[src/rtl/count_uart_reporter_if.sv]
// count_uart_reporter_if: request/report bundle between a counter-side
// requester and the UART hex reporter.
// Signals: value[7:0] and send (requester -> reporter); busy, done and tx
// (reporter -> requester / pin). master = requester, slave = reporter.
interface count_uart_reporter_if;
  logic [7:0] value;
  logic       send;
  logic       busy;
  logic       done;
  logic       tx;

  modport master (
    output value,
    output send,
    input  busy,
    input  done,
    input  tx
  );

  modport slave (
    input  value,
    input  send,
    output busy,
    output done,
    output tx
  );
endinterface

[src/rtl/count_uart_reporter.sv]
// count_uart_reporter: on a one-cycle send request, snapshots an 8-bit counter
// value and transmits it as two upper-case hex ASCII characters, UART 8N1.
// Ports: clk, rst (sync, active-high), bus (slave modport): value, send in;
//        busy, done, tx out (all registered; tx idles high).
// Latency: tx drops to the start bit at the accepting edge; busy lasts exactly
//   N*10*CLKS_PER_BIT cycles, then done pulses for one cycle.
// Backpressure: none; send while busy is dropped, there is no queueing.
// Option: define CRLF_EN to append 0x0D 0x0A after the two digits (N=4);
//   left undefined, N=2 and no CR/LF logic exists.
module count_uart_reporter #(
  parameter int CLKS_PER_BIT = 104
) (
  input  logic                   clk,
  input  logic                   rst,
  count_uart_reporter_if.slave   bus
);

  // Baud counter only needs to reach CLKS_PER_BIT-1.
  localparam int BW = (CLKS_PER_BIT > 2) ? $clog2(CLKS_PER_BIT) : 1;
  localparam logic [BW-1:0] BAUD_LAST = BW'(CLKS_PER_BIT - 1);
  localparam logic [BW-1:0] BAUD_ONE  = BW'(1);

`ifdef CRLF_EN
  localparam logic [1:0] LAST_CHAR = 2'd3;
`else
  localparam logic [1:0] LAST_CHAR = 2'd1;
`endif

  typedef enum logic [1:0] {
    IDLE  = 2'd0,
    START = 2'd1,
    DATA  = 2'd2,
    STOP  = 2'd3
  } state_t;

  state_t         state;
  logic [BW-1:0]  baud;
  logic [2:0]     bit_idx;
  logic [1:0]     char_idx;
  logic [7:0]     snap;
  logic [7:0]     shreg;
  logic           tx_q;
  logic           busy_q;
  logic           done_q;
  logic [7:0]     next_char;

  // Nibble to upper-case ASCII hex: 0-9 -> '0'..'9', A-F -> 'A'..'F'.
  function automatic logic [7:0] hex_ascii(input logic [3:0] nib);
    if (nib < 4'd10)
      return 8'h30 + {4'h0, nib};
    else
      return 8'h37 + {4'h0, nib};
  endfunction

  // Character to transmit for a given position in the report.
  function automatic logic [7:0] char_at(input logic [1:0] idx,
                                         input logic [7:0] v);
    logic [7:0] c;
    case (idx)
      2'd0:    c = hex_ascii(v[7:4]);
      2'd1:    c = hex_ascii(v[3:0]);
`ifdef CRLF_EN
      2'd2:    c = 8'h0D;
      2'd3:    c = 8'h0A;
`endif
      default: c = 8'h00;
    endcase
    return c;
  endfunction

  assign next_char = char_at(char_idx, snap);

  assign bus.tx   = tx_q;
  assign bus.busy = busy_q;
  assign bus.done = done_q;

  always_ff @(posedge clk) begin
    if (rst) begin
      state    <= IDLE;
      baud     <= '0;
      bit_idx  <= '0;
      char_idx <= '0;
      snap     <= '0;
      shreg    <= '0;
      tx_q     <= 1'b1;
      busy_q   <= 1'b0;
      done_q   <= 1'b0;
    end else begin
      done_q <= 1'b0;
      case (state)
        IDLE: begin
          tx_q <= 1'b1;
          // busy is low exactly while in IDLE, so this is the accept rule.
          if (bus.send) begin
            snap     <= bus.value;
            char_idx <= '0;
            baud     <= '0;
            state    <= START;
            busy_q   <= 1'b1;
            tx_q     <= 1'b0;
          end
        end

        START: begin
          if (baud == BAUD_LAST) begin
            // Load the character here so the snapshot only needs to be
            // decoded once per character.
            baud    <= '0;
            bit_idx <= '0;
            shreg   <= next_char;
            tx_q    <= next_char[0];
            state   <= DATA;
          end else begin
            baud <= baud + BAUD_ONE;
          end
        end

        DATA: begin
          if (baud == BAUD_LAST) begin
            baud <= '0;
            if (bit_idx == 3'd7) begin
              tx_q  <= 1'b1;
              state <= STOP;
            end else begin
              // shreg[0] is the bit currently on the line; advance LSB first.
              bit_idx <= bit_idx + 3'd1;
              shreg   <= {1'b0, shreg[7:1]};
              tx_q    <= shreg[1];
            end
          end else begin
            baud <= baud + BAUD_ONE;
          end
        end

        STOP: begin
          if (baud == BAUD_LAST) begin
            baud <= '0;
            if (char_idx == LAST_CHAR) begin
              state  <= IDLE;
              busy_q <= 1'b0;
              done_q <= 1'b1;
              tx_q   <= 1'b1;
            end else begin
              // Back-to-back: next start bit follows the stop bit directly.
              char_idx <= char_idx + 2'd1;
              state    <= START;
              tx_q     <= 1'b0;
            end
          end else begin
            baud <= baud + BAUD_ONE;
          end
        end

        default: begin
          state  <= IDLE;
          busy_q <= 1'b0;
          tx_q   <= 1'b1;
        end
      endcase
    end
  end

endmodule

[src/flat_wrapper.sv]
// flat-port wrapper written by rule: the top's interface ports become plain ports
module count_uart_reporter_flat 
#(
  parameter int CLKS_PER_BIT = 104
)
  (clk, rst, bus_value, bus_send, bus_busy, bus_done, bus_tx);
  count_uart_reporter_if bus_i ();
  input  logic clk;
  input  logic rst;
  input wire logic [$bits(bus_i.value)-1:0] bus_value;
  input wire logic [$bits(bus_i.send)-1:0] bus_send;
  output wire logic [$bits(bus_i.busy)-1:0] bus_busy;
  output wire logic [$bits(bus_i.done)-1:0] bus_done;
  output wire logic [$bits(bus_i.tx)-1:0] bus_tx;
  assign bus_i.value = bus_value;
  assign bus_i.send = bus_send;
  assign bus_busy = bus_i.busy;
  assign bus_done = bus_i.done;
  assign bus_tx = bus_i.tx;
  count_uart_reporter #(.CLKS_PER_BIT(CLKS_PER_BIT)) u_core (.clk(clk), .rst(rst), .bus(bus_i));
endmodule
[config.mk]
export PLATFORM = sky130hd
export DESIGN_NAME = count_uart_reporter_flat
export DESIGN_NICKNAME = d
export VERILOG_FILES = /design/src/rtl/count_uart_reporter_if.sv /design/src/rtl/count_uart_reporter.sv /design/src/flat_wrapper.sv
export SDC_FILE = /design/constraint.sdc
export NUM_CORES = 1
export LEC_CHECK = 0
export ABC_AREA = 0
export CORE_MARGIN = 2
export CORE_UTILIZATION = 57
export DETAILED_ROUTE_END_ITERATION = 10
export PLACE_DENSITY = 0.82
export SLEW_MARGIN = 20
export SYNTH_ARGS = -nofsm -noshare
export SYNTH_HDL_FRONTEND = slang
export SYNTH_SLANG_ARGS = --single-unit
export TNS_END_PERCENT = 20
[constraint.sdc]
create_clock -name clk -period 2.1 [get_ports clk]
set_input_delay 0.42 -clock clk [delete_from_list [all_inputs] [get_ports clk]]
set_output_delay 0.42 -clock clk [all_outputs]
set_load 0.02 [all_outputs]
; ---- Word level (Yosys, flattened, before mapping)
; Index checks and enable logic that the tools add are counted.
[classes]
n_eq_ne = 14
reduce_logical = 12
n_addsub = 7
bitwise = 2
order_cmp = 2
mux = 36
[op_table]
columns = cell, count
row1 = 2-to-1 mux 8 bit, 5
row2 = case mux 8 bit (2 select lines), 2
row3 = adder 6 x 4 -> 7 bit (first input constant), 4
row4 = 2-to-1 mux 2 bit, 8
row5 = 2-to-1 mux 7 bit, 2
row6 = case mux 7 bit (2 select lines), 1
row7 = AND reduction 4 bit, 3
row8 = 2-to-1 mux 1 bit, 10
row9 = inequality test 2 x 1 -> 1 bit (second input constant), 5
row10 = 2-to-1 mux 3 bit, 3
row11 = less-than comparator 4 bit (second input constant), 2
row12 = case mux 2 bit (4 select lines), 1
row13 = adder 7 x 1 -> 7 bit (second input constant), 1
row14 = == test 7 bit (second input constant), 1
row15 = inequality test 2 bit (second input constant), 3
row16 = case mux 3 bit (2 select lines), 1
row17 = OR reduction 3 bit, 2
row18 = AND reduction 5 bit, 1
row19 = == test 2 x 1 -> 1 bit (second input constant), 2
row20 = == test 2 bit (second input constant), 2
row21 = zero test 2 bit, 2
row22 = case mux 1 bit (4 select lines), 1
row23 = case mux 2 bit (2 select lines), 1
row24 = nonzero test 2 bit, 2
row25 = other kinds (7), 8
[word_totals]
register_bits = 33
inputBits = 11
word_cells = 82

; ---- Longest topological paths before layout
; Gate-level depths: netlist (run 1).
[logic_depth]
ltp_word = 5
ltp_mapped = 7
depth_no_buf = 6

; ---- Worst setup path after synthesis (run 1)
; OpenSTA, ideal clock, no wires.
[synth_path]
path_type = register to register
from = reg u_core.state[0]
to = reg u_core.shreg[2]
required_time_ns = 2.004
path_stages_with_launch = 7
slack_ns = 0.411
n_path_buf = 1
t_arrival_ns = 1.594
path_cell_list = dfxtp_1 inv_1 ha_1 nand2b_1 a211o_1 buf_6 o41ai_2
[synth_via]
elab_chain_cells = 3
elab_cells_between_ends = 8
cone_classes = eq/ne (5) / mux (1) / reduce/logical (2)
[synth_lines]
columns = element, line_no
row1 = start: declaration, count_uart_reporter.sv:36  ; state_t state;
row2 = start signal: assignment, count_uart_reporter.sv:79  ; state <= IDLE;
row3 = start signal: assignment, count_uart_reporter.sv:98  ; state <= START;
row4 = start signal: assignment, count_uart_reporter.sv:112  ; state <= DATA;
row5 = == test 2 bit / == test 2 x 1 -> 1 bit (equally long branches), count_uart_reporter.sv:90  ; case (state)
row6 = "inequality test 2 x 1 -> 1 bit (no source line), or another cell as far along", --
row7 = AND reduction 4 bit (no source line), --
row8 = end signal: assignment, count_uart_reporter.sv:110  ; shreg <= next_char;
row9 = end signal: assignment, count_uart_reporter.sv:127  ; shreg <= {1'b0, shreg[7:1]};
row10 = end: declaration, count_uart_reporter.sv:41  ; logic [7:0] shreg;
; Several ways; a longest one is shown, not always the timed one.
; A chain may end at the register's enable or synchronous reset.

; ---- Worst setup path after layout (run 1)
[layout_path]
from = reg u_core.state[0]
to = reg u_core.shreg[1]
; The elaborated chain is that of the path after synthesis.

==> results of run 1 <==
-- state kept, by name (all words and copies together) (netlist names) --
signal / cells
u_core.char_idx: 2
u_core.state: 2
u_core.bus.tx: 1
u_core.shreg: 6
u_core.bus.done: 1
u_core.bus.busy: 1
u_core.bit_idx: 3
u_core.snap: 8
u_core.baud: 7
-- critical path, stage by stage (launching register included) --
cell,delay (ns)
dfxtp_1,0.41
inv_1,0.09
ha_1,0.26
nand2b_1,0.19
a211o_1,0.50
a221o_1,0.34
a21oi_1,0.14
-- stage by stage --
step	instance area (µm²)	power (W)	instances
CTS	2030	0.00190	278
finish	2030	0.00190	278
global placement	1960	0.00148	270
detailed placement	1960	0.00150	270
floorplan	1810	0.00129	218
global route	2030	0.00204	278
-- kinds of logic (layout without fill, tap and decap cells) --
logic type	Yosys count	count (layout)	share of synthesized area [%]
AND/OR/NAND/NOR	81	81	23.8
AO/OA/AOI/OAI	65	65	24.0
flip-flops	31	31	34.4
buffers and inverters	23	39	6.51
adder cells (fa/ha/maj)	11	11	7.62
multiplexers	4	4	2.22
XOR/XNOR	3	3	1.46
-- path summary, 6_finish.rpt --
path | from | to | slack [ns]
worst min-delay path | u_core.shreg[5] | u_core.shreg[5] | 0.46
worst max register to register | u_core.state[0] | u_core.shreg[1] | 0.12
worst max-delay path | u_core.state[0] | u_core.shreg[1] | 0.12
worst min register to register | u_core.shreg[5] | u_core.shreg[5] | 0.46
-- layout by cell type (no fill, tap or decap), drive strengths merged, types with 2 or more instances in the layout --
master and n:
clkbuf 8, and3 2, ha 11, a221oi 2, xnor2 2, nor2 11, nor3 6, a211o 3
dfxtp 31, nor2b 5, a21oi 20, mux2i 4, a31oi 6, nand2 31, and2 2, nand3b 3
or3 3, nand2b 4, a21o 3, inv 13, a22oi 4, buf 5, o41ai 2, nand3 8
o21ai 14, nand4 2, clkdlybuf4s50 13
-- per-layer routing --
layer | global-route usage [%] | part of all wire (%) | vias up
li1 | - | - | 816
met2 | 36.5 | 46 | 36
met3 | 6.49 | 4.5 | 4
met1 | 32.1 | 48 | 757
met5 | 0 | 0 | -
met4 | 6.67 | 0.73 | 0
-- area by class of cell --
cell class / instances / area, µm² / area share, %
multi-input combinational: 164 / 1070 / 52.6
sequential: 31 / 621 / 30.6
timing repair buffer: 18 / 168 / 8.27
clock buffer: 8 / 68.8 / 3.39
tap: 44 / 55.1 / 2.71
inverter: 13 / 48.8 / 2.41
-- power breakdown --
group	switching [W]	internal, W
Clock	0.000208	0.000197
Combinational	0.000444	0.000315
Sequential	0.0000801	0.000657
Total	0.000733	0.00117
==> flow_metrics.tcl, run 1 <==
set metrics [dict create \
    synth-seq-cells 31 \
    final_max_slew_viol_count 0 \
    first_iter_violations 65 \
    die_x_um 60.3 \
    clock_latency_ns 0.34 \
    cts_root_buffer "clkbuf_4" \
    synth_fp_nets 240 \
    dp_slack_ns 0.167 \
    hold_class "flop to flop" \
    min_period_ns 1.98 \
    synth-edff-count 0 \
    whs_ns 0.460 \
    setup_ws_ns 0.122 \
    nFillCells 262 \
    period_share_pct 94.2 \
    power.density_nw_per_um2 938 \
    yosys-top-cells-count "31 x dfxtp_1, 31 x nand2_1, 20 x a21oi_1" \
    end_kind "flop" \
    clock_skew_ns 0.00618 \
    wl_per_cell_um 13.4 \
    drv_cap 0 \
    wirelength_um 3720 \
    cts_sinks 31 \
    io_buffer_count 13 \
    area_growth_pct 12.3 \
    antenna_left 0 \
    num_vias 1613 \
    antenna_found_initial 0 \
    path_class "flop to flop" \
    synth-main-ff-cell "dfxtp_1" \
    finalSetupViolations 0 \
    hold_viol_final 0 \
    netlist_area_um2 1810 \
    numCtsBuffers 5 \
    gp_congestion 0.871 \
    drive_gt1_share_pct 9.83 \
    grt_pass1_vias 1408 \
    yosysUniqueCellTypes 47 \
    cts_max_level 2 \
    ff2ff_path_depth 6 \
    hold_depth 2 \
    initial_core_util_pct 59.6 \
    clkTransAtPathRegs_ns 0.10 \
    core_um2 3030 \
    worstMarginPinSlew_ns 0.492 \
    grt_pass1_wl_um 6320 \
    grt-ovfl-total 0 \
    grt.total_usage_pct 23.6 \
    status "finished clean" \
    synth.avg_cell_area_um2 8.28 \
    cts_tree "done" \
    max_freq_mhz 506 \
    async_flop_share_pct 0 \
    fp.dieH_um 60.3 \
    cts_setup_buffers 0 \
    cp-start-kind "flop" \
    cp.arrival_ns 2.25 \
    ioPinCount 14 \
    slew_headroom_pct 67.2 \
    layout.nets 255 \
    utilization_pct 67.0 \
    critPathMaxFanout 13 \
    vdd_ir_drop_max_mv 0.544 \
    setup_tns_ns 0 \
    yosysSeqAreaShare_pct 34.4 \
    total_leakage_power_nw 0.760 \
    synth_top_cells_by_area "dfxtp_1 34%, ha_1 7.6%, nand2_1 6.4%" \
    clockBufferDepth 2 \
    yosysTopAreaCell "dfxtp_1" \
    n_antenna_cell 0 \
    netlist.area_leader.share_pct 34.4 \
    dieArea_um2 3630 \
    drt_first_pass_iters 4 \
    grt_max_degree 22 \
    hold_buffers 0 \
    num_rows 20 \
    synth_warnings 0 \
    synthCells 218 \
    critPathRequiredTime_ns 2.37 \
    via_per_inst 5.80 \
    hpwl_um 2730 \
    drc 0 \
    cts_repair_resize_count 0 \
    grt_setup_unrepaired "false" \
]
No activity file was read; power rests on OpenSTA's default activity.
==> run 2, diff against run 1 <==
Settings changed: MAX_ROUTING_LAYER from default to met4.
==> flow_metrics.tcl, run 2 (same netlist as run 1, synthesis figures left out) <==
set metrics [dict create \
    fp.dieH_um 60.3 \
    grt.total_usage_pct 24.3 \
    grt_setup_unrepaired "false" \
    clockBufferDepth 2 \
    worstMarginPinSlew_ns 0.492 \
    final_cell_mix "31 x nand2_1, 31 x dfxtp_1, 20 x a21oi_1" \
    power.density_nw_per_um2 938 \
    reg_top3 "u_core.snap: 8 flops, u_core.baud: 7 flops, u_core.shreg: 6 flops" \
    die_x_um 60.3 \
    clock_skew_ns 0.00618 \
    setup_ws_ns 0.122 \
    cts_repair_resize_count 0 \
    antenna_left 0 \
    first_iter_violations 59 \
    power_frac_clock_pct 21.3 \
    setup_tns_ns 0 \
    reg2reg_slack_ns 0.12 \
    hold_buffers 0 \
    path_class "flop to flop" \
    ff2ff_path_depth 6 \
    critPathRequiredTime_ns 2.37 \
    crit_end "u_core.shreg[1]" \
    cp_slowest_cell "a211o_1" \
    power_frac_seq_pct 38.8 \
    largest_register_ff_count 8 \
    critPathMaxFanout 13 \
    wirelength_um 3720 \
    drt_first_pass_iters 4 \
    cp_cell_sequence "inv_1 -> ha_1 -> nand2b_1 -> a211o_1 -> a221o_1 -> a21oi_1" \
    period_share_pct 94.2 \
    dieArea_um2 3630 \
    dp_slack_ns 0.167 \
    cts_tree "done" \
    max_freq_mhz 506 \
    total_leakage_power_nw 0.760 \
    grt_pass1_wl_um 6320 \
    hpwl_um 2730 \
    grt_pass1_vias 1409 \
    cp-start-kind "flop" \
    io_buffer_count 13 \
    area_growth_pct 12.3 \
    hold_viol_final 0 \
    status "finished clean" \
    r2r_start "u_core.state[0]" \
    slowest_delay_ns 0.50 \
    layout.nets 255 \
    slew_headroom_pct 67.2 \
    ioPinCount 14 \
    hold_class "flop to flop" \
    num_vias 1613 \
    cts_root_buffer "clkbuf_4" \
    cts_sinks 31 \
    initial_core_util_pct 59.6 \
    cp-startpoint "u_core.state[0]" \
    wl_per_cell_um 13.4 \
    cts_setup_buffers 0 \
    p_comb_share_pct 39.9 \
    numCtsBuffers 5 \
    cp.arrival_ns 2.25 \
    p_int_w 0.00117 \
    finalSetupViolations 0 \
    clkTransAtPathRegs_ns 0.10 \
    end_kind "flop" \
    n_antenna_cell 0 \
    min_period_ns 1.98 \
    power_switching_w 0.000733 \
    num_rows 20 \
    swShare_pct 38.5 \
    cts_max_level 2 \
    grt-ovfl-total 0 \
    vdd_ir_drop_max_mv 0.544 \
    clock_latency_ns 0.34 \
    gp_congestion 0.885 \
    grt_max_degree 22 \
    core_um2 3030 \
    top_register "u_core.snap" \
    via_per_inst 5.80 \
    antenna_found_initial 0 \
    final_max_slew_viol_count 0 \
    drive_gt1_share_pct 9.83 \
    drc 0 \
    drv_cap 0 \
    timing.rr.end "u_core.shreg[1]" \
]
==> run 2: cell counts in the layout (fill, tap and decap cells not counted) <==
Identical to the previous run, type by type.
==> run 2: worst min-delay path by stage <==
stage                                from              end  slack, ns  cells past startpoint
after CTS                 u_core.shreg[5]  u_core.shreg[5]       0.46                      2
after global placement    u_core.shreg[5]  u_core.shreg[5]       0.44                      2
after detailed placement  u_core.shreg[5]  u_core.shreg[5]       0.45                      2
after global routing      u_core.shreg[1]  u_core.shreg[1]       0.49                      2
after floorplan           u_core.shreg[1]  u_core.shreg[1]       0.43                      2
final                     u_core.shreg[5]  u_core.shreg[5]       0.46                      2
==> run 2: cell type report <==
type                       count  area (µm²)
inverter                      13        48.8
timing repair buffer          18         168
fill                         262        1000
tap                           44        55.1
multi-input combinational    164        1070
sequential                    31         621
clock buffer                   8        68.8
==> run 2: power by group through the flow <==
stage | Clock, W | Sequential [W] | Combinational, W
after floorplan | 0 | 0.000741 | 0.000546
after global placement | 0 | 0.000748 | 0.000735
after detailed placement | 0 | 0.000750 | 0.000746
after CTS | 0.000410 | 0.000736 | 0.000752
after global routing | 0.000439 | 0.000751 | 0.000852
final | 0.000406 | 0.000737 | 0.000759
==> run 2: per-layer routing <==
| metal | up-vias | routed length, µm | track usage [%] |
|---|---|---|---|
| li1 | 816 | - | - |
| met1 | 757 | 1790 | 32.1 |
| met2 | 34 | 1710 | 36.5 |
| met3 | 6 | 168 | 6.49 |
| met4 | 0 | 49 | 6.67 |
| met5 | - | 0 | - |
==> run 2: stage by stage <==
stage          instance area (µm²)  instances  util, %  total power [W]  hold WS [ns]
2_1_floorplan                 1810        218        -          0.00129         0.429
3_5_place_dp                  1960        270     64.7          0.00150         0.451
4_1_cts                       2030        278     67.0          0.00190         0.464
5_1_grt                       2030        278     67.0          0.00204         0.486
6_report                      2030        278     67.0          0.00190         0.460
3_3_place_gp                  1960        270     64.7          0.00148         0.440
==> run 2: worst max-delay path: cells and delay by family, from the launching register on <==
kind	cells	cell delay, ns
compound gates	3	0.98
flops	1	0.41
fa+ha+maj	1	0.26
simple gates	1	0.19
buf+inv	1	0.09
